[config.mk]
export PLATFORM = sky130hd
export DESIGN_NAME = mem_arbiter
export DESIGN_NICKNAME = d
export VERILOG_FILES = /design/src/rtl/mem_arb_pkg.sv /design/src/rtl/mem_arbiter_pick.sv /design/src/rtl/mem_arbiter.sv
export SDC_FILE = /design/constraint.sdc
export NUM_CORES = 1
export LEC_CHECK = 0
export CORE_MARGIN = 2
export CORE_UTILIZATION = 35
export CTS_BUF_LIST = sky130_fd_sc_hd__clkbuf_8
export CTS_CLUSTER_SIZE = 24
export DETAILED_ROUTE_END_ITERATION = 8
export GPL_ROUTABILITY_DRIVEN = 0
export PLACE_DENSITY = 0.86
export SLEW_MARGIN = 20
export SYNTH_ARGS = -nofsm -noshare
export SYNTH_HDL_FRONTEND = slang
export SYNTH_SLANG_ARGS = --single-unit
export TNS_END_PERCENT = 1
[constraint.sdc]
create_clock -name clk -period 1.7 [get_ports clk]
set_input_delay 0.425 -clock clk [delete_from_list [all_inputs] [get_ports clk]]
set_output_delay 0.425 -clock clk [all_outputs]
set_load 0.01 [all_outputs]
[src/rtl/mem_arb_pkg.sv]
// mem_arbiter shared types: FSM states, requester ids and the
// read-data value returned with a timeout error response.
package mem_arb_pkg;

  typedef enum logic [1:0] {
    ARB_IDLE,
    ARB_ISSUE,
    ARB_WAIT
  } arb_state_t;

  typedef enum logic {
    SRC_I,
    SRC_D
  } arb_src_t;

  localparam int unsigned ARB_ERR_RDATA = 0;

endpackage

[src/rtl/mem_arbiter_pick.sv]
// arb_pick: combinational fetch/data winner select.
// Ports: i_req_i, d_req_i (requests), last_i (previous owner, only
// with ARB_RR_EN), any_o (some request), win_o (winning requester).
// ARB_RR_EN defined: ties go to the requester that did not win last;
// otherwise data always wins ties.
module arb_pick
  import mem_arb_pkg::*;
(
  input  logic     i_req_i,
  input  logic     d_req_i,
`ifdef ARB_RR_EN
  input  arb_src_t last_i,
`endif
  output logic     any_o,
  output arb_src_t win_o
);

  always_comb begin
    any_o = i_req_i | d_req_i;
    win_o = SRC_D;
    unique case (1'b1)
      (i_req_i && !d_req_i): win_o = SRC_I;
`ifdef ARB_RR_EN
      (i_req_i && d_req_i && last_i == SRC_D): win_o = SRC_I;
`endif
      default: win_o = SRC_D;
    endcase
  end

endmodule

[src/rtl/mem_arbiter.sv]
// mem_arbiter: shares one memory port between fetch (i_*) and data (d_*),
// one outstanding transaction, registered outputs, timeout watchdog.
// Ports: clk, rst (sync, active-low); i_req/i_addr -> i_gnt/i_rvalid/
// i_rdata/i_err; d_req/d_addr/d_we/d_wdata -> d_gnt/d_rvalid/d_rdata/
// d_err; mem_req/mem_addr/mem_we/mem_wdata <- mem_ready/mem_rvalid/
// mem_rdata; bus_err sticky timeout flag. Macro ARB_RR_EN: round-robin.
module mem_arbiter
  import mem_arb_pkg::*;
#(
  parameter int ADDR_W         = 32,
  parameter int DATA_W         = 32,
  parameter int TIMEOUT_CYCLES = 64
) (
  input  logic                clk,
  input  logic                rst,
  input  logic                i_req,
  input  logic [ADDR_W-1:0]   i_addr,
  output logic                i_gnt,
  output logic                i_rvalid,
  output logic [DATA_W-1:0]   i_rdata,
  output logic                i_err,
  input  logic                d_req,
  input  logic [ADDR_W-1:0]   d_addr,
  input  logic [DATA_W/8-1:0] d_we,
  input  logic [DATA_W-1:0]   d_wdata,
  output logic                d_gnt,
  output logic                d_rvalid,
  output logic [DATA_W-1:0]   d_rdata,
  output logic                d_err,
  output logic                mem_req,
  output logic [ADDR_W-1:0]   mem_addr,
  output logic [DATA_W/8-1:0] mem_we,
  output logic [DATA_W-1:0]   mem_wdata,
  input  logic                mem_ready,
  input  logic                mem_rvalid,
  input  logic [DATA_W-1:0]   mem_rdata,
  output logic                bus_err
);

  localparam int BE_W  = DATA_W / 8;
  localparam int CNT_W = $clog2(TIMEOUT_CYCLES);
  localparam logic [CNT_W-1:0] CNT_LAST = CNT_W'(TIMEOUT_CYCLES - 1);

  arb_state_t        state_q, state_d;
  arb_src_t          owner_q, owner_d;
  logic [CNT_W-1:0]  cnt_q, cnt_d;
  logic [ADDR_W-1:0] addr_q, addr_d;
  logic [BE_W-1:0]   we_q, we_d;
  logic [DATA_W-1:0] wdata_q, wdata_d;
  logic [DATA_W-1:0] rdata_q, rdata_d;
  logic              req_q, req_d;
  logic              gnt_q, gnt_d;
  logic              rv_q, rv_d;
  logic              err_q, err_d;
  logic              berr_q, berr_d;
  logic              any;
  arb_src_t          win;
  logic              done;
`ifdef ARB_RR_EN
  arb_src_t          last_q, last_d;
`endif

  arb_pick u_pick (
    .i_req_i (i_req),
    .d_req_i (d_req),
`ifdef ARB_RR_EN
    .last_i  (last_q),
`endif
    .any_o   (any),
    .win_o   (win)
  );

  always_ff @(posedge clk) begin
    if (!rst) begin
      state_q <= ARB_IDLE;
      owner_q <= SRC_I;
      cnt_q   <= '0;
      addr_q  <= '0;
      we_q    <= '0;
      wdata_q <= '0;
      rdata_q <= '0;
      req_q   <= 1'b0;
      gnt_q   <= 1'b0;
      rv_q    <= 1'b0;
      err_q   <= 1'b0;
      berr_q  <= 1'b0;
`ifdef ARB_RR_EN
      last_q  <= SRC_I;
`endif
    end else begin
      state_q <= state_d;
      owner_q <= owner_d;
      cnt_q   <= cnt_d;
      addr_q  <= addr_d;
      we_q    <= we_d;
      wdata_q <= wdata_d;
      rdata_q <= rdata_d;
      req_q   <= req_d;
      gnt_q   <= gnt_d;
      rv_q    <= rv_d;
      err_q   <= err_d;
      berr_q  <= berr_d;
`ifdef ARB_RR_EN
      last_q  <= last_d;
`endif
    end
  end

  always_comb begin
    state_d = state_q;
    owner_d = owner_q;
    cnt_d   = cnt_q;
    addr_d  = addr_q;
    we_d    = we_q;
    wdata_d = wdata_q;
    rdata_d = '0;
    req_d   = req_q;
    gnt_d   = 1'b0;
    rv_d    = 1'b0;
    err_d   = 1'b0;
    berr_d  = berr_q;
    done    = 1'b0;
`ifdef ARB_RR_EN
    last_d  = last_q;
`endif
    unique case (state_q)
      ARB_IDLE: begin
        if (any) begin
          state_d = ARB_ISSUE;
          owner_d = win;
          cnt_d   = '0;
          req_d   = 1'b1;
          gnt_d   = 1'b1;
`ifdef ARB_RR_EN
          last_d  = win;
`endif
          if (win == SRC_D) begin
            addr_d  = d_addr;
            we_d    = d_we;
            wdata_d = d_wdata;
          end else begin
            addr_d  = i_addr;
            we_d    = '0;
            wdata_d = '0;
          end
        end
      end
      ARB_ISSUE: begin
        if (mem_ready) begin
          if (we_q != '0) begin
            done = 1'b1;
          end else begin
            state_d = ARB_WAIT;
            req_d   = 1'b0;
          end
        end
      end
      ARB_WAIT: begin
        if (mem_rvalid) begin
          done    = 1'b1;
          rdata_d = mem_rdata;
        end
      end
      default: state_d = ARB_IDLE;
    endcase
    // Watchdog; a completion in the last allowed cycle beats the timeout.
    if (state_q != ARB_IDLE) begin
      cnt_d = cnt_q + CNT_W'(1);
      if (done || cnt_q == CNT_LAST) begin
        state_d = ARB_IDLE;
        req_d   = 1'b0;
        rv_d    = 1'b1;
        if (!done) begin
          err_d   = 1'b1;
          berr_d  = 1'b1;
          rdata_d = DATA_W'(ARB_ERR_RDATA);
        end
      end
    end
  end

  assign i_gnt     = gnt_q & (owner_q == SRC_I);
  assign d_gnt     = gnt_q & (owner_q == SRC_D);
  assign i_rvalid  = rv_q & (owner_q == SRC_I);
  assign d_rvalid  = rv_q & (owner_q == SRC_D);
  assign i_err     = err_q & (owner_q == SRC_I);
  assign d_err     = err_q & (owner_q == SRC_D);
  assign i_rdata   = (owner_q == SRC_I) ? rdata_q : '0;
  assign d_rdata   = (owner_q == SRC_D) ? rdata_q : '0;
  assign mem_req   = req_q;
  assign mem_addr  = addr_q;
  assign mem_we    = we_q;
  assign mem_wdata = wdata_q;
  assign bus_err   = berr_q;

endmodule

==> metrics.cfg, run 1 <==
[setup_path]
crit_fanout = 18
end_kind = primary output
cp_cell_sequence = buf_12 -> nor2b_1 -> buf_2
critPathSlowestCell = dfxtp_4
critPathKind = reg -> out
crit_path_start_kind = flop
cp_top_family = flip-flops
cp.arrival_ps = 1330
crit_buf_inv = 2
crit_required_ps = 1270
slowest_delay_ps = 400

[global_routing]
antenna_found_initial = 0
grt_first_pass_wirelength_mm = 23.1
grt_start_max_net_pins = 41
grtUsageTotal_pct = 20.3
grt_pass1_vias = 4489
grt_overflow = 0

[synthesis]
yosys_most_used_dff = dfxtp_1
synth_edf_count = 0
synth_nets = 628
synthesis.area_um2 = 4750
yosysTopAreaCell = dfxtp_1
ys_seq_area_share_pct = 48.0
ys.warnings.count = 0
syn_avg_cell_area_um2 = 9.80
synth_top_area_share_pct = 48.0
yosys.cell_types.count = 40
ys_seq_elements = 114
postSynthCellCount = 485
synthTopCellsByArea = dfxtp_1 48%, mux2i_1 6.7%, a32oi_1 6.6%
async_reset_ff_share_pct = 0

[job]
cap_violations = 0

[floorplan]
die-area_um2 = 14500
die_y_um = 121
die_width_um = 121
core_um2 = 13200
rows = 42
io-pin-count = 278
start_util_pct = 35.9

[drt]
wire_per_inst_um = 15.8
final_antenna_net_count = 0
dr.pass1.iters = 4
via_count = 4571
vias_per_cell = 4.77
route.detailed.drc = 0
routed_wl_mm = 15.1
first_iter_violations = 228

[timing]
period_share_pct = 103
fmax_mhz = 571
tightest_slew_ps = 360
finClkSkew_ps = 7.04
slew_headroom_pct = 75.8
fin_ws_ps = -50.5
fin_crit_ps = 1750
hold_violations = 0
setup_viol_count_final = 25
maxSlewViolCount = 0
rsz0062_at_grt = true

[cells_and_area]
antennaDiodeCount = 0
final_cells = 958
layout_common_cells = 137 x clkdlybuf4s50_1, 111 x dfxtp_1, 77 x nor2_1
area_growth_pct = 68.2
layout_commonest_cell = clkdlybuf4s50_1
num-nets-final = 912
postLayoutCellArea_um2 = 7990
drive_gt1_share_pct = 24.0
final_util_pct = 60.3

[cts]
clkTransAtPathRegs_ps = 60
clk_latency_ps = 420
ctsHoldBuffers = 0
htreeDepth = 4
cts_inserted_buffers = 17
cts_root_buf = clkbuf_8
cts.sinks = 114
clk_path_buf_depth = 2
cts_tree = done

[placed_design]
buffer_ports.inserted = 277
postPlaceCellArea_um2 = 7830
dp_hpwl_mm = 10.8
dp_cells = 922

[pwr]
powerDensity_nw_per_um2 = 1170
leakage_nw = 3.64
ir_drop_v = 0.000729

[outcome]
failed_checks = negative setup slack
status = finished, violations left

[min_path]
hp-class = reg -> reg

-- kinds of logic after synthesis --
kind of cell	share of synthesized area, %
muxes	6.74
DFF	48.0
adders and majority gates	1.32
and+or+nand+nor	24.2
buffers and inverters	4.74
AOI/OAI and AO/OA	15.0
-- where the power goes --
group	internal, mW	switching, mW
Sequential	3.16	0.276
Clock	1.38	1.07
Combinational	1.70	1.79
-- worst reg2reg max path, stage by stage, from the launching register on --
cell and delay, ps:
dfxtp_2 340, inv_2 50, ha_4 150, and4b_1 270
nand3_2 90, o2111a_2 280, buf_12 160, and2_4 180
-- state kept, by name, indices dropped and copies added, names as in the netlist --
signal / cells
rv_q: 1
bus_err: 1
mem_wdata: 32
state_q: 2
rdata_q: 32
cnt_q: 6
err_q: 1
mem_we: 4
gnt_q: 1
owner_q: 1
mem_req: 1
mem_addr: 32
-- metrics by stage --
stage | setup TNS (ps) | setup WS, ps | hold slack, ps | power (mW)
floorplan | 0 | 17.0 | 461 | 5.27
global placement | -6920 | -163 | 437 | 7.00
detailed placement | -10220 | -199 | 461 | 7.09
CTS | -805 | -154 | 472 | 9.32
global route | -4930 | -105 | 495 | 9.97
finish | -438 | -50.5 | 462 | 9.38
-- per-layer routing --
layer | part of all wire (%) | vias up | global-route usage [%]
met2 | 51 | 170 | 35.1
met4 | 2.9 | 0 | 8.79
met3 | 6.5 | 37 | 6.04
met1 | 39 | 2106 | 23.2
met5 | 0 | - | 0
li1 | - | 2258 | -
-- cells in the mapped netlist, types with 2 or more instances --
cell,instances
a211oi_1,33
a21oi_1,7
a32oi_1,36
and2_1,37
and2_4,30
and4b_1,3
buf_1,2
buf_2,9
buf_6,6
clkbuf_1,25
dfxtp_1,114
ha_1,5
inv_1,2
mux2i_1,32
nand2_1,5
nor2_1,77
nor2b_1,39
-- what timing repair did --
item / CTS / global route
endpoints found under the setup margin: 172 / 102
resized for setup: 354 / 29
pin swaps: 3 / 1
cloned: 1 / 2
setup buffers: 0 / 1
-- area by class of cell --
type,count,area [um^2]
clock buffer,23,317
clock inverter,9,77.6
fill,1186,5250
inverter,3,11.3
multi-input combinational,326,2300
sequential,114,2290
tap,176,220
timing repair buffer,307,2780
-- worst paths after layout --
| check | slack (ps) | depth (start not counted) | end | startpoint |
|---|---|---|---|---|
| worst max-delay path | -50 | 3 | i_rdata[29] | owner_q |
| worst min register to register | 460 | 1 | bus_err | bus_err |
| worst min-delay path | 460 | 1 | bus_err | bus_err |
| worst max register to register | 80 | 7 | rdata_q[30] | state_q[1] |
No activity file was read; power rests on OpenSTA's default activity.
==> inputs of run 2 (changes only) <==
--- a/config.mk
+++ b/config.mk
@@ -6,12 +6,12 @@
 export NUM_CORES = 1
 export LEC_CHECK = 0
 export CORE_MARGIN = 2
-export CORE_UTILIZATION = 35
+export CORE_UTILIZATION = 39
 export CTS_BUF_LIST = sky130_fd_sc_hd__clkbuf_8
 export CTS_CLUSTER_SIZE = 24
 export DETAILED_ROUTE_END_ITERATION = 8
 export GPL_ROUTABILITY_DRIVEN = 0
-export PLACE_DENSITY = 0.86
+export PLACE_DENSITY = 0.91
 export SLEW_MARGIN = 20
 export SYNTH_ARGS = -nofsm -noshare
 export SYNTH_HDL_FRONTEND = slang
==> constraint.sdc (replaced) <==
create_clock -name clk -period 1.8 [get_ports clk]
set_input_delay 0.45 -clock clk [delete_from_list [all_inputs] [get_ports clk]]
set_output_delay 0.45 -clock clk [all_outputs]
set_load 0.01 [all_outputs]
==> metrics.cfg, run 2 (same netlist as run 1, synthesis figures left out) <==
[min_path]
hp-class = reg -> reg
hp-start = bus_err

[placed_design]
postPlaceCellArea_um2 = 7730  ; -1.2%
dp_hpwl_mm = 10.7  ; -1.2%
pre_cts_ws_ps = -200  ; -1.31 ps
dp_cells = 885  ; -4.0%
buffer_ports.inserted = 277  ; unchanged

[cts]
clkTransAtPathRegs_ps = 70  ; about the same
cts_tree = done
cts.sinks = 114  ; unchanged
cts_root_buf = clkbuf_8
cts_inserted_buffers = 17  ; unchanged
clk_path_buf_depth = 2  ; unchanged
htreeDepth = 4  ; unchanged
clk_latency_ps = 410  ; about the same

[floorplan]
core_um2 = 12000  ; -9.7%
rows = 40  ; -4.8%
die-area_um2 = 13100  ; -9.9%
io-pin-count = 278  ; unchanged
start_util_pct = 39.7  ; +3.8 points
die_width_um = 114  ; -5.1%
die_y_um = 114  ; -5.1%

[drt]
wire_per_inst_um = 15.8  ; +0.21%
routed_wl_mm = 14.6  ; -3.6%
via_count = 4613  ; +0.92%
route.detailed.drc = 0  ; unchanged
dr.pass1.iters = 6  ; +2
first_iter_violations = 229  ; +0.44%
vias_per_cell = 5.00  ; +4.9%
final_antenna_net_count = 0  ; unchanged

[timing]
setup_tns_ps = 0  ; +438 ps
setup_viol_count_final = 0  ; -100%
period_share_pct = 99.4
tightest_slew_ps = 371  ; +11.2 ps
slew_headroom_pct = 75.1  ; -0.75 points
hold_slack_ps = 457  ; -4.36 ps
fin_ws_ps = 10.9  ; +61.3 ps
rsz0062_at_grt = true
maxSlewViolCount = 0  ; unchanged
finClkSkew_ps = 13.6  ; +6.60 ps
fin_crit_ps = 1790
fmax_mhz = 559
hold_violations = 0  ; unchanged

[cells_and_area]
antennaDiodeCount = 0  ; unchanged
final_cells = 922  ; -3.8%
layout_commonest_cell = clkdlybuf4s50_1
num-nets-final = 905  ; -0.77%
postLayoutCellArea_um2 = 8120  ; +1.6%
final_util_pct = 67.9  ; +7.5 points
area_growth_pct = 70.9
drive_gt1_share_pct = 23.0  ; -1.1 points
layout_common_cells = 166 x clkdlybuf4s50_1, 113 x dfxtp_1, 77 x nor2_1

[setup_path]
crit_fanout = 10  ; -8
crit_required_ps = 1350  ; +80 ps
end_kind = primary output
crit_path_start_kind = flop
critPathKind = reg -> out
cp.arrival_ps = 1340  ; about the same
crit_path_start = owner_q
r2r_start = state_q[0]

[global_routing]
grt_pass1_vias = 4574  ; +1.9%
grtUsageTotal_pct = 21.6  ; +1.3 points
grt_start_max_net_pins = 55  ; +34%
antenna_found_initial = 0  ; unchanged
grt_overflow = 0  ; unchanged
grt_first_pass_wirelength_mm = 22.2  ; -4.1%

[pwr]
power_mw = 9.65  ; +2.9%
powerDensity_nw_per_um2 = 1190  ; +1.3%
ir_drop_v = 0.000757  ; +3.8%
leakage_nw = 3.93  ; +8.2%

[job]
cap_violations = 0  ; unchanged

[outcome]
status = finished clean

[run 2: final cells by class]
class | instances | area [um^2]
Clock inverter | 13 | 231
Inverter | 3 | 11.3
Tap cell | 147 | 184
Sequential cell | 114 | 2290
Fill cell | 922 | 3840
Timing Repair Buffer | 300 | 2850
Clock buffer | 19 | 262
Multi-Input combinational cell | 326 | 2300
[run 2: report_power, final]
| group | internal [mW] | switching, mW |
|---|---|---|
| sequential | 2.98 | 0.263 |
| clock | 1.87 | 1.05 |
| combinational | 1.79 | 1.70 |
[run 2: per-layer routing]
metal  wire, um  part of all wire [%]  GRT usage [%]  vias up
met2       7660                    52           38.8      211
li1           -                     -              -     2250
met5          0                     0              0        -
met3       1130                   7.7           6.41       30
met1       5380                    37           23.2     2122
met4        422                   2.9           10.2        0
[run 2: final timing paths]
kind	endpoint	slack, ps	depth (start not counted)
max	i_rdata[23]	10	4
min	bus_err	460	1
max reg2reg	rdata_q[31]	50	7
min reg2reg	bus_err	460	1
[run 2: timing repair]
action	4_1_cts	5_1_grt
hold buffers	0	0
setup endpoints to repair	77	131
buffers inserted	0	4
cloned	2	0
resized for setup	252	94
[run 2: worst max-delay path, cell delays in order, from the launching register on]
cell and delay (ps):
dfxtp_4 390, buf_4 150, buf_8 120, nor2b_1 120, buf_2 150
==> inputs of run 3 (changes only) <==
--- a/config.mk
+++ b/config.mk
@@ -11,7 +11,9 @@
 export CTS_CLUSTER_SIZE = 24
 export DETAILED_ROUTE_END_ITERATION = 8
 export GPL_ROUTABILITY_DRIVEN = 0
+export MAX_ROUTING_LAYER = met4
 export PLACE_DENSITY = 0.91
+export SETUP_SLACK_MARGIN = 0.05
 export SLEW_MARGIN = 20
 export SYNTH_ARGS = -nofsm -noshare
 export SYNTH_HDL_FRONTEND = slang
==> metrics.cfg, run 3 (same netlist as run 1, synthesis figures left out) <==
[outcome]
status = finished, violations left
failed_checks = negative setup slack

[setup_path]
r2r_start = state_q[1]
critPathKind = reg -> out
cp.arrival_ps = 1380  ; +40 ps
crit_required_ps = 1350  ; about the same
crit_path_start = owner_q
rr_worst_depth = 7  ; unchanged
reg2reg_slack_ps = 120  ; +70 ps
crit_path_start_kind = flop
crit_fanout = 6  ; -4
rr_endpoint = rdata_q[27]
end_kind = primary output
crit_path_end = d_rdata[14]

[timing]
fmax_mhz = 547  ; -2.2%
fin_ws_ps = -28.7  ; -39.6 ps
hold_violations = 0  ; unchanged
tightest_slew_ps = 358  ; -13.4 ps
maxSlewViolCount = 0  ; unchanged
rsz0062_at_grt = true
slew_headroom_pct = 76.0  ; +0.90 points
period_share_pct = 102  ; +2.2 points
setup_viol_count_final = 12  ; +12
finClkSkew_ps = 13.1  ; -0.549 ps
fin_crit_ps = 1830  ; +39.6 ps

[floorplan]
start_util_pct = 39.7  ; unchanged
die_y_um = 114  ; unchanged
core_um2 = 12000  ; unchanged
io-pin-count = 278  ; unchanged
rows = 40  ; unchanged
die-area_um2 = 13100  ; unchanged
die_width_um = 114  ; unchanged

[cts]
clk_latency_ps = 410  ; about the same
clkTransAtPathRegs_ps = 70  ; about the same
cts.sinks = 114  ; unchanged
cts_root_buf = clkbuf_8
cts_tree = done
cts_inserted_buffers = 17  ; unchanged
clk_path_buf_depth = 2  ; unchanged
htreeDepth = 4  ; unchanged

[min_path]
hp-class = reg -> reg
hp-start = bus_err

[cells_and_area]
final_cells = 924  ; +0.22%
area_growth_pct = 68.4
drive_gt1_share_pct = 23.4  ; +0.46 points
layout_common_cells = 137 x clkdlybuf4s50_1, 111 x dfxtp_1, 77 x nor2_1
antennaDiodeCount = 0  ; unchanged
num-nets-final = 907  ; +0.22%
layout_commonest_cell = clkdlybuf4s50_1
postLayoutCellArea_um2 = 8000  ; -1.4%

[global_routing]
antenna_found_initial = 0  ; unchanged
grt_overflow = 0  ; unchanged
grt_start_max_net_pins = 55  ; unchanged
grt_pass1_vias = 4592  ; +0.39%
grt_first_pass_wirelength_mm = 22.3  ; +0.47%
grtUsageTotal_pct = 22.4  ; +0.75 points

[drt]
met2_length_mm = 7.62  ; -0.50%
first_iter_violations = 175  ; -24%
final_antenna_net_count = 0  ; unchanged
via_count = 4624  ; +0.24%
wire_per_inst_um = 15.8  ; -0.13%
vias_per_cell = 5.00  ; about the same
topRoutingLayerUsed = met4
dr.pass1.iters = 4  ; -2
route.detailed.drc = 0  ; unchanged
dr_wl_met3_mm = 1.12  ; -1.2%
routed_wl_mm = 14.6  ; about the same
routedLengthMet1_mm = 5.37  ; -0.26%

[job]
cap_violations = 0  ; unchanged

[placed_design]
dp_hpwl_mm = 10.7  ; unchanged
dp_cells = 885  ; unchanged
buffer_ports.inserted = 277  ; unchanged
postPlaceCellArea_um2 = 7730  ; unchanged

[pwr]
ir_drop_v = 0.000754  ; -0.28%
power_mw = 9.53  ; -1.3%
powerDensity_nw_per_um2 = 1190  ; +0.15%
leakage_nw = 3.68  ; -6.5%

## run 3: cell types whose count changed in the layout (fill, tap and decap cells not counted), sizes merged
cell           before  now
clkdlybuf4s50     166  137
dlygate4sd2         7   68
clkbuf             21   23
dlymetal6s2s       34    2
## run 3: repair_timing
item,CTS,global route
setup buffers,0,3
resized for setup,340,37
hold buffers,0,0
gates cloned,2,2
pin swaps,2,1
endpoints found under the setup margin,154,105
## run 3: final cells by class
cell class / instances / area [um^2]
Clock buffer: 19 / 262
Clock inverter: 13 / 231
Fill cell: 962 / 3960
Inverter: 3 / 11.3
Multi-Input combinational cell: 326 / 2300
Sequential cell: 114 / 2290
Tap cell: 147 / 184
Timing Repair Buffer: 302 / 2720
## run 3: worst max-delay path, cell delays in order (launching register included)
cell       delay (ps)
dfxtp_4           440
buf_6             150
clkbuf_16         130
and2_4            150
buf_6             100
## run 3: worst min-delay path by stage
stage,endpoint,depth (start not counted)
2_1_floorplan,cnt_q[3],2
3_3_place_gp,bus_err,1
5_1_grt,bus_err,1
4_1_cts,bus_err,1
3_5_place_dp,bus_err,1
6_report,bus_err,1
## run 3: through the flow
| step | TNS, ps | utilization, % | setup WS (ps) | hold slack (ps) |
|---|---|---|---|---|
| after floorplan | 0 | - | 117 | 461 |
| after global placement | -4460 | 64.6 | -126 | 440 |
| after detailed placement | -7090 | 64.6 | -200 | 450 |
| after CTS | -1390 | 66.5 | -175 | 463 |
| after global routing | -1960 | 66.9 | -76.7 | 506 |
| final | -155 | 66.9 | -28.7 | 456 |
## run 3: power breakdown
group | internal, mW | switching (mW) | leakage (nW)
Sequential | 2.98 | 0.261 | 0.935
Clock | 1.87 | 1.04 | 0.248
Combinational | 1.65 | 1.73 | 2.50
## run 3: per-layer routing
metal  vias to the layer above  global-route usage, %
li1                       2249                      -
met5                         -                      -
met3                        36                   6.14
met4                         0                   10.4
met2                       224                   39.0
met1                      2115                   23.4
==> RTL change 1: new RTL, flow settings as in run 1 <==
Make the reset (`rst`) asynchronous in one clocked block.
--- a/src/rtl/mem_arbiter.sv
+++ b/src/rtl/mem_arbiter.sv
@@ -70,7 +70,7 @@
     .win_o   (win)
   );
 
-  always_ff @(posedge clk) begin
+  always_ff @(posedge clk or negedge rst) begin
     if (!rst) begin
       state_q <= ARB_IDLE;
       owner_q <= SRC_I;
Check against the original RTL: differs if rst is asserted again (counterexample within 4 cycles, from zero or initial values and one cycle with rst low); with rst held inactive, the same outputs for 4 cycles.
==> RTL change 1 against run 1 <==
Wire length is 2.6% higher; area after synthesis is 7.2% higher; sequential cell count stayed put; worst setup slack worse by 0.18 ns; largest cell class unchanged; the run still ends with setup timing left; total power is 28% higher; global-route usage is 0.99 points lower; die area is 7.0% higher; cell area is 8.2% higher.
==> RTL change 1: results (changes against run 1) <==
- Synth cell count leaders: dfrtp_1, nand2_1, and2_1, nor2b_1, a32o_1 (was dfxtp_1, nor2_1, nor2b_1, and2_1, a32oi_1)
- Clk root buf: clkbuf_8 (unchanged)
- Total number of yosys warnings: 0 (unchanged)
- Vias in the first global route: 4766 (was 4489)
- Largest cells by area after synthesis: dfrtp_1, a32o_1, mux2i_1 (was dfxtp_1, mux2i_1, a32oi_1)
- Setup violators final: 70 (was 25)
- FFs w/ async S/R, synth: 100% (was 0%)
- HP Class: primary input to asynchronous set/reset pin (was register to register)
- Post-synthesis net count: 579 (was 628)
- Placed Cells: 882 (was 922)
- Drt first-iter violations: 222 (was 228)
- Worst hold slack: 0.375 ns (was 0.462 ns)
- Count of different cell masters after synthesis: 33 (was 40)
- Worst EP arrival: 1.50 ns (was 1.33 ns)
- Clk Latency, worst-skew pair: 0.43 ns
- R2r setup slk: 0.07 ns
- Drt pass-1 iters: 4 (unchanged)
- Final WL: 15.5 mm (was 15.1 mm)
- Largest net degree at the start of global routing: 111 (was 41)
- Final nets: 871 (was 912)
- Sequential area share after synthesis: 56.0% (was 48.0%)
- Share of layout cells above drive strength 1: 29.3% (was 24.0%)
- First-pass GRT wire length: 24.0 mm (was 23.1 mm)
- Syn avg cell area: 11.7 µm² (was 9.80 µm²)
- CP top delay family: buffers and inverters (was flip-flops)
- CTS clk-pin slew, worst paths: 0.07 ns
- Vias: 4551 (was 4571)
- Final period util: 114% (was 103%)
- CP max FO: 6 (was 18)
- Overall Global Routing Usage: 19.3% (was 20.3%)
- Failing checks: setup timing (unchanged)
- Setup Skew: 0.00604 ns (was 0.00704 ns)
- Worst stage delay on the critical path: 0.45 ns (was 0.40 ns)
- Slew HR: 58.2% (was 75.8%)
- HPWL Detailed: 10.6 mm (was 10.8 mm)
- Slowest CP cell: dfrtp_2 (was dfxtp_4)
- Pleak: 0.00410 µW (was 0.00364 µW)
- Most common flop cell mapped by yosys: dfrtp_1 (was dfxtp_1)
- Final worst slack: -0.230 ns (was -0.0505 ns)
- Worst VDD drop: 0.790 mV (was 0.729 mV)
- Outcome: finished with violations (unchanged)
- Post-DR vias/cell: 4.92 (was 4.77)
[RTL change 1: cell types whose count changed after synthesis, sizes merged, moves of 4 or more]
cell,delta
clkbuf,-8
a211oi,-33
a21oi,-4
dfrtp,+114
inv,+4
nand2,+35
a32oi,-36
nor2,-75
o21ai,+37
dfxtp,-114
a32o,+36
[RTL change 1: layout make-up]
type / instances / area, µm²
clock buffer: 19 / 262
clock inverter: 13 / 143
fill: 1163 / 5720
inverter: 6 / 22.5
multi-input combinational: 282 / 2220
sequential: 114 / 2850
tap: 184 / 230
timing repair buffer: 307 / 2920
[RTL change 1: path summary, 6_finish.rpt]
check,startpoint,end,cells after the start
min in group clk,mem_addr[21],mem_addr[21],2
max in group asynchronous,rst,mem_wdata[27],3
worst min-delay path,rst,owner_q,2
worst min register to register,mem_addr[21],mem_addr[21],2
worst max-delay path,owner_q,i_rdata[31],4
worst max register to register,state_q[1],rdata_q[21],7
[RTL change 1: where the power goes]
part | switching [µW] | internal [µW] | leakage [µW]
registers | 547 | 3610 | 0.00147
logic | 2570 | 2680 | 0.00241
clock network | 1090 | 1500 | 0.000213
[RTL change 1: timing repair]
item                       in CTS  in global routing
resized for setup             372                 63
buffers inserted                4                  1
pin swaps                       0                 22
cloned                          3                  2
hold buffers                    1                  0
setup endpoints to repair     172                104
hold endpoints to repair        4                  0
[RTL change 1: per-layer routing]
metal | wire (µm) | up-vias | part of all wire, % | GRT usage, %
li1 | - | 2090 | - | -
met1 | 5930 | 2211 | 38 | 21.3
met2 | 8000 | 219 | 52 | 33.4
met3 | 1280 | 31 | 8.2 | 7.43
met4 | 318 | 0 | 2.0 | 8.13
met5 | 0 | - | 0 | 0
[RTL change 1: cells by family (layout without fill, tap and decap cells)]
logic type                 Yosys count  count (layout)  synth area share [%]
muxes                               32              32                  6.29
AOI/OAI and AO/OA                   87              87                  13.1
adders and majority gates            5               5                  1.23
xor gates and xnor gates             2               2                 0.344
buffers and inverters               40             345                  4.05
and+or+nand+nor                    156             156                  19.0
DFF                                114             114                  56.0
[RTL change 1: metrics by stage]
step           instance area, µm²  setup WS (ns)  setup TNS (ns)
2_1_floorplan                5100         0.0797               0
3_3_place_gp                 8130         -0.149           -7.21
3_5_place_dp                 8130         -0.188          -11.14
4_1_cts                      8320         -0.262          -13.97
5_1_grt                      8650         -0.316          -16.29
6_report                     8650         -0.230          -10.19
==> RTL change 2: new RTL, settings of run 1 <==
Made on the original files. Add a define of `ARB_RR_EN`.
--- a/src/rtl/mem_arbiter_pick.sv
+++ b/src/rtl/mem_arbiter_pick.sv
@@ -3,6 +3,8 @@
 // with ARB_RR_EN), any_o (some request), win_o (winning requester).
 // ARB_RR_EN defined: ties go to the requester that did not win last;
 // otherwise data always wins ties.
+`define ARB_RR_EN
+
 module arb_pick
   import mem_arb_pkg::*;
 (
Formal check against the unedited RTL: not equivalent (a bounded check fails within 4 cycles, from zero or initial values and one cycle with rst low).
==> RTL change 2 against run 1 <==
Wire length decreased by 8.0%; the run still ends with setup timing left; cell area is 0.67% lower; core utilization up 0.073 points; sequential cell count is the same; sequential share of layout area is 0.23 points higher; worst setup slack got worse by 0.021 ns; area after synthesis down 2.0%; critical path type unchanged; critical path depth increased by 1; total power shrank 3.9%.
==> RTL change 2: results (changes against run 1) <==
- Outcome: finished with violations (unchanged)
- Failing checks: setup timing (unchanged)
- Final worst slack: -0.0713 ns (was -0.0505 ns)
- Count of different cell masters after synthesis: 43 (was 40)
- Vias in the first global route: 4370 (was 4489)
- Largest cells by area after synthesis: dfxtp_1, mux2i_1, a22oi_1 (was dfxtp_1, mux2i_1, a32oi_1)
- GR Util met1: 22.5% (was 23.2%)
- Setup Skew: 0.0116 ns (was 0.00704 ns)
- Share of layout cells above drive strength 1: 25.6% (was 24.0%)
- Placed Cells: 927 (was 922)
- Post-synthesis net count: 624 (was 628)
- Met3 Use GR: 6.23% (was 6.04%)
- Final nets: 916 (was 912)
- P_int: 5940 µW (was 6240 µW)
- FFs w/ async S/R, synth: 0% (unchanged)
- Switching power: 3070 µW (was 3140 µW)
- Worst VDD drop: 0.592 mV (was 0.729 mV)
- Gate Count Post-Synth: 481 (was 485)
- Post-Place Worst Slack: -0.220 ns (was -0.199 ns)
- Synth cell count leaders: dfxtp_1, nor2_1, a21oi_1, a22oi_1 (was dfxtp_1, nor2_1, nor2b_1, and2_1, a32oi_1)
- CP max FO: 8 (was 18)
- Slowest CP cell: dfxtp_4 (unchanged)
- Vias: 4536 (was 4571)
- Worst-Margin Slew: 0.274 ns (was 0.360 ns)
- DP Area: 7800 µm² (was 7830 µm²)
- Final WL: 13.9 mm (was 15.1 mm)
- Sequential power: 3400 µW (was 3440 µW)
- GR Util met2: 32.1% (was 35.1%)
- Sequential area share after synthesis: 49.0% (was 48.0%)
- Setup tns final: -0.217 ns (was -0.438 ns)
- Comb power: 3290 µW (was 3490 µW)
- First-pass GRT wire length: 21.5 mm (was 23.1 mm)
- Clk root buf: clkbuf_8 (unchanged)
- HPWL Detailed: 9.93 mm (was 10.8 mm)
- Synth-to-Final Area Change: 70.4% (was 68.2%)
- Setup violators final: 14 (was 25)
- Overall Global Routing Usage: 19.2% (was 20.3%)
- Worst EP arrival: 1.35 ns (was 1.33 ns)
- Pleak: 0.00376 µW (was 0.00364 µW)
- Fill count: 1189 (was 1186)
- Non-filler cells, final: 962 (was 958)
- Largest net degree at the start of global routing: 65 (was 41)
- Drt first-iter violations: 166 (was 228)
- Antenna Cells: 0 (unchanged)
- Worst stage delay on the critical path: 0.40 ns (about the same)
-- RTL change 2: cell types whose count changed in the layout (fill, tap and decap cells not counted), moves of 3 or more --
cell	delta
nor2b_1	-11
nor2_1	-33
buf_6	+5
a21oi_1	+33
clkbuf_8	-5
o21ai_0	+33
a22oi_1	+36
clkbuf_2	+4
a32oi_1	-36
buf_2	-6
clkinv_4	+3
a211oi_1	-32
nor2b_4	+4
nor2b_2	+3
-- RTL change 2: final cells by class --
class,count,share of cell area (%)
Clock inverter,14,1.47
Timing Repair Buffer,310,34.9
Tap cell,176,2.77
Sequential cell,114,28.9
Inverter,5,0.284
Clock buffer,18,3.12
Multi-Input combinational cell,325,28.5
-- RTL change 2: worst register-to-register path, stage by stage, from the launching register on --
cell and delay, ns:
dfxtp_2 0.33, inv_2 0.05, ha_4 0.15, and4b_1 0.29, nand3_2 0.11, o2111a_2 0.28
buf_12 0.16, and2_2 0.19
-- RTL change 2: cells by family after synthesis --
family	Yosys count	share of synthesized area [%]
simple gates	164	21.8
compound gates	124	16.6
flops	114	49.0
buf+inv	42	4.41
mux	32	6.88
fa+ha+maj	5	1.34
-- RTL change 2: final timing paths --
check,end,from,slack (ns)
max reg2reg,rdata_q[0],state_q[1],0.03
min reg2reg,bus_err,bus_err,0.49
min,bus_err,bus_err,0.49
max,i_rdata[8],last_q,-0.07
-- RTL change 2: timing repair --
| action | 4_1_cts | 5_1_grt |
|---|---|---|
| pin swaps | 1 | 27 |
| cloned | 1 | 0 |
| resized for setup | 354 | 42 |
| buffers inserted | 3 | 2 |
| setup endpoints to repair | 142 | 96 |
-- RTL change 2: layer usage --
layer / vias to the layer above / share of wire (%)
met3: 20 / 7.6
met2: 190 / 49
met5: - / 0
met1: 2093 / 41
li1: 2233 / -
met4: 0 / 1.9
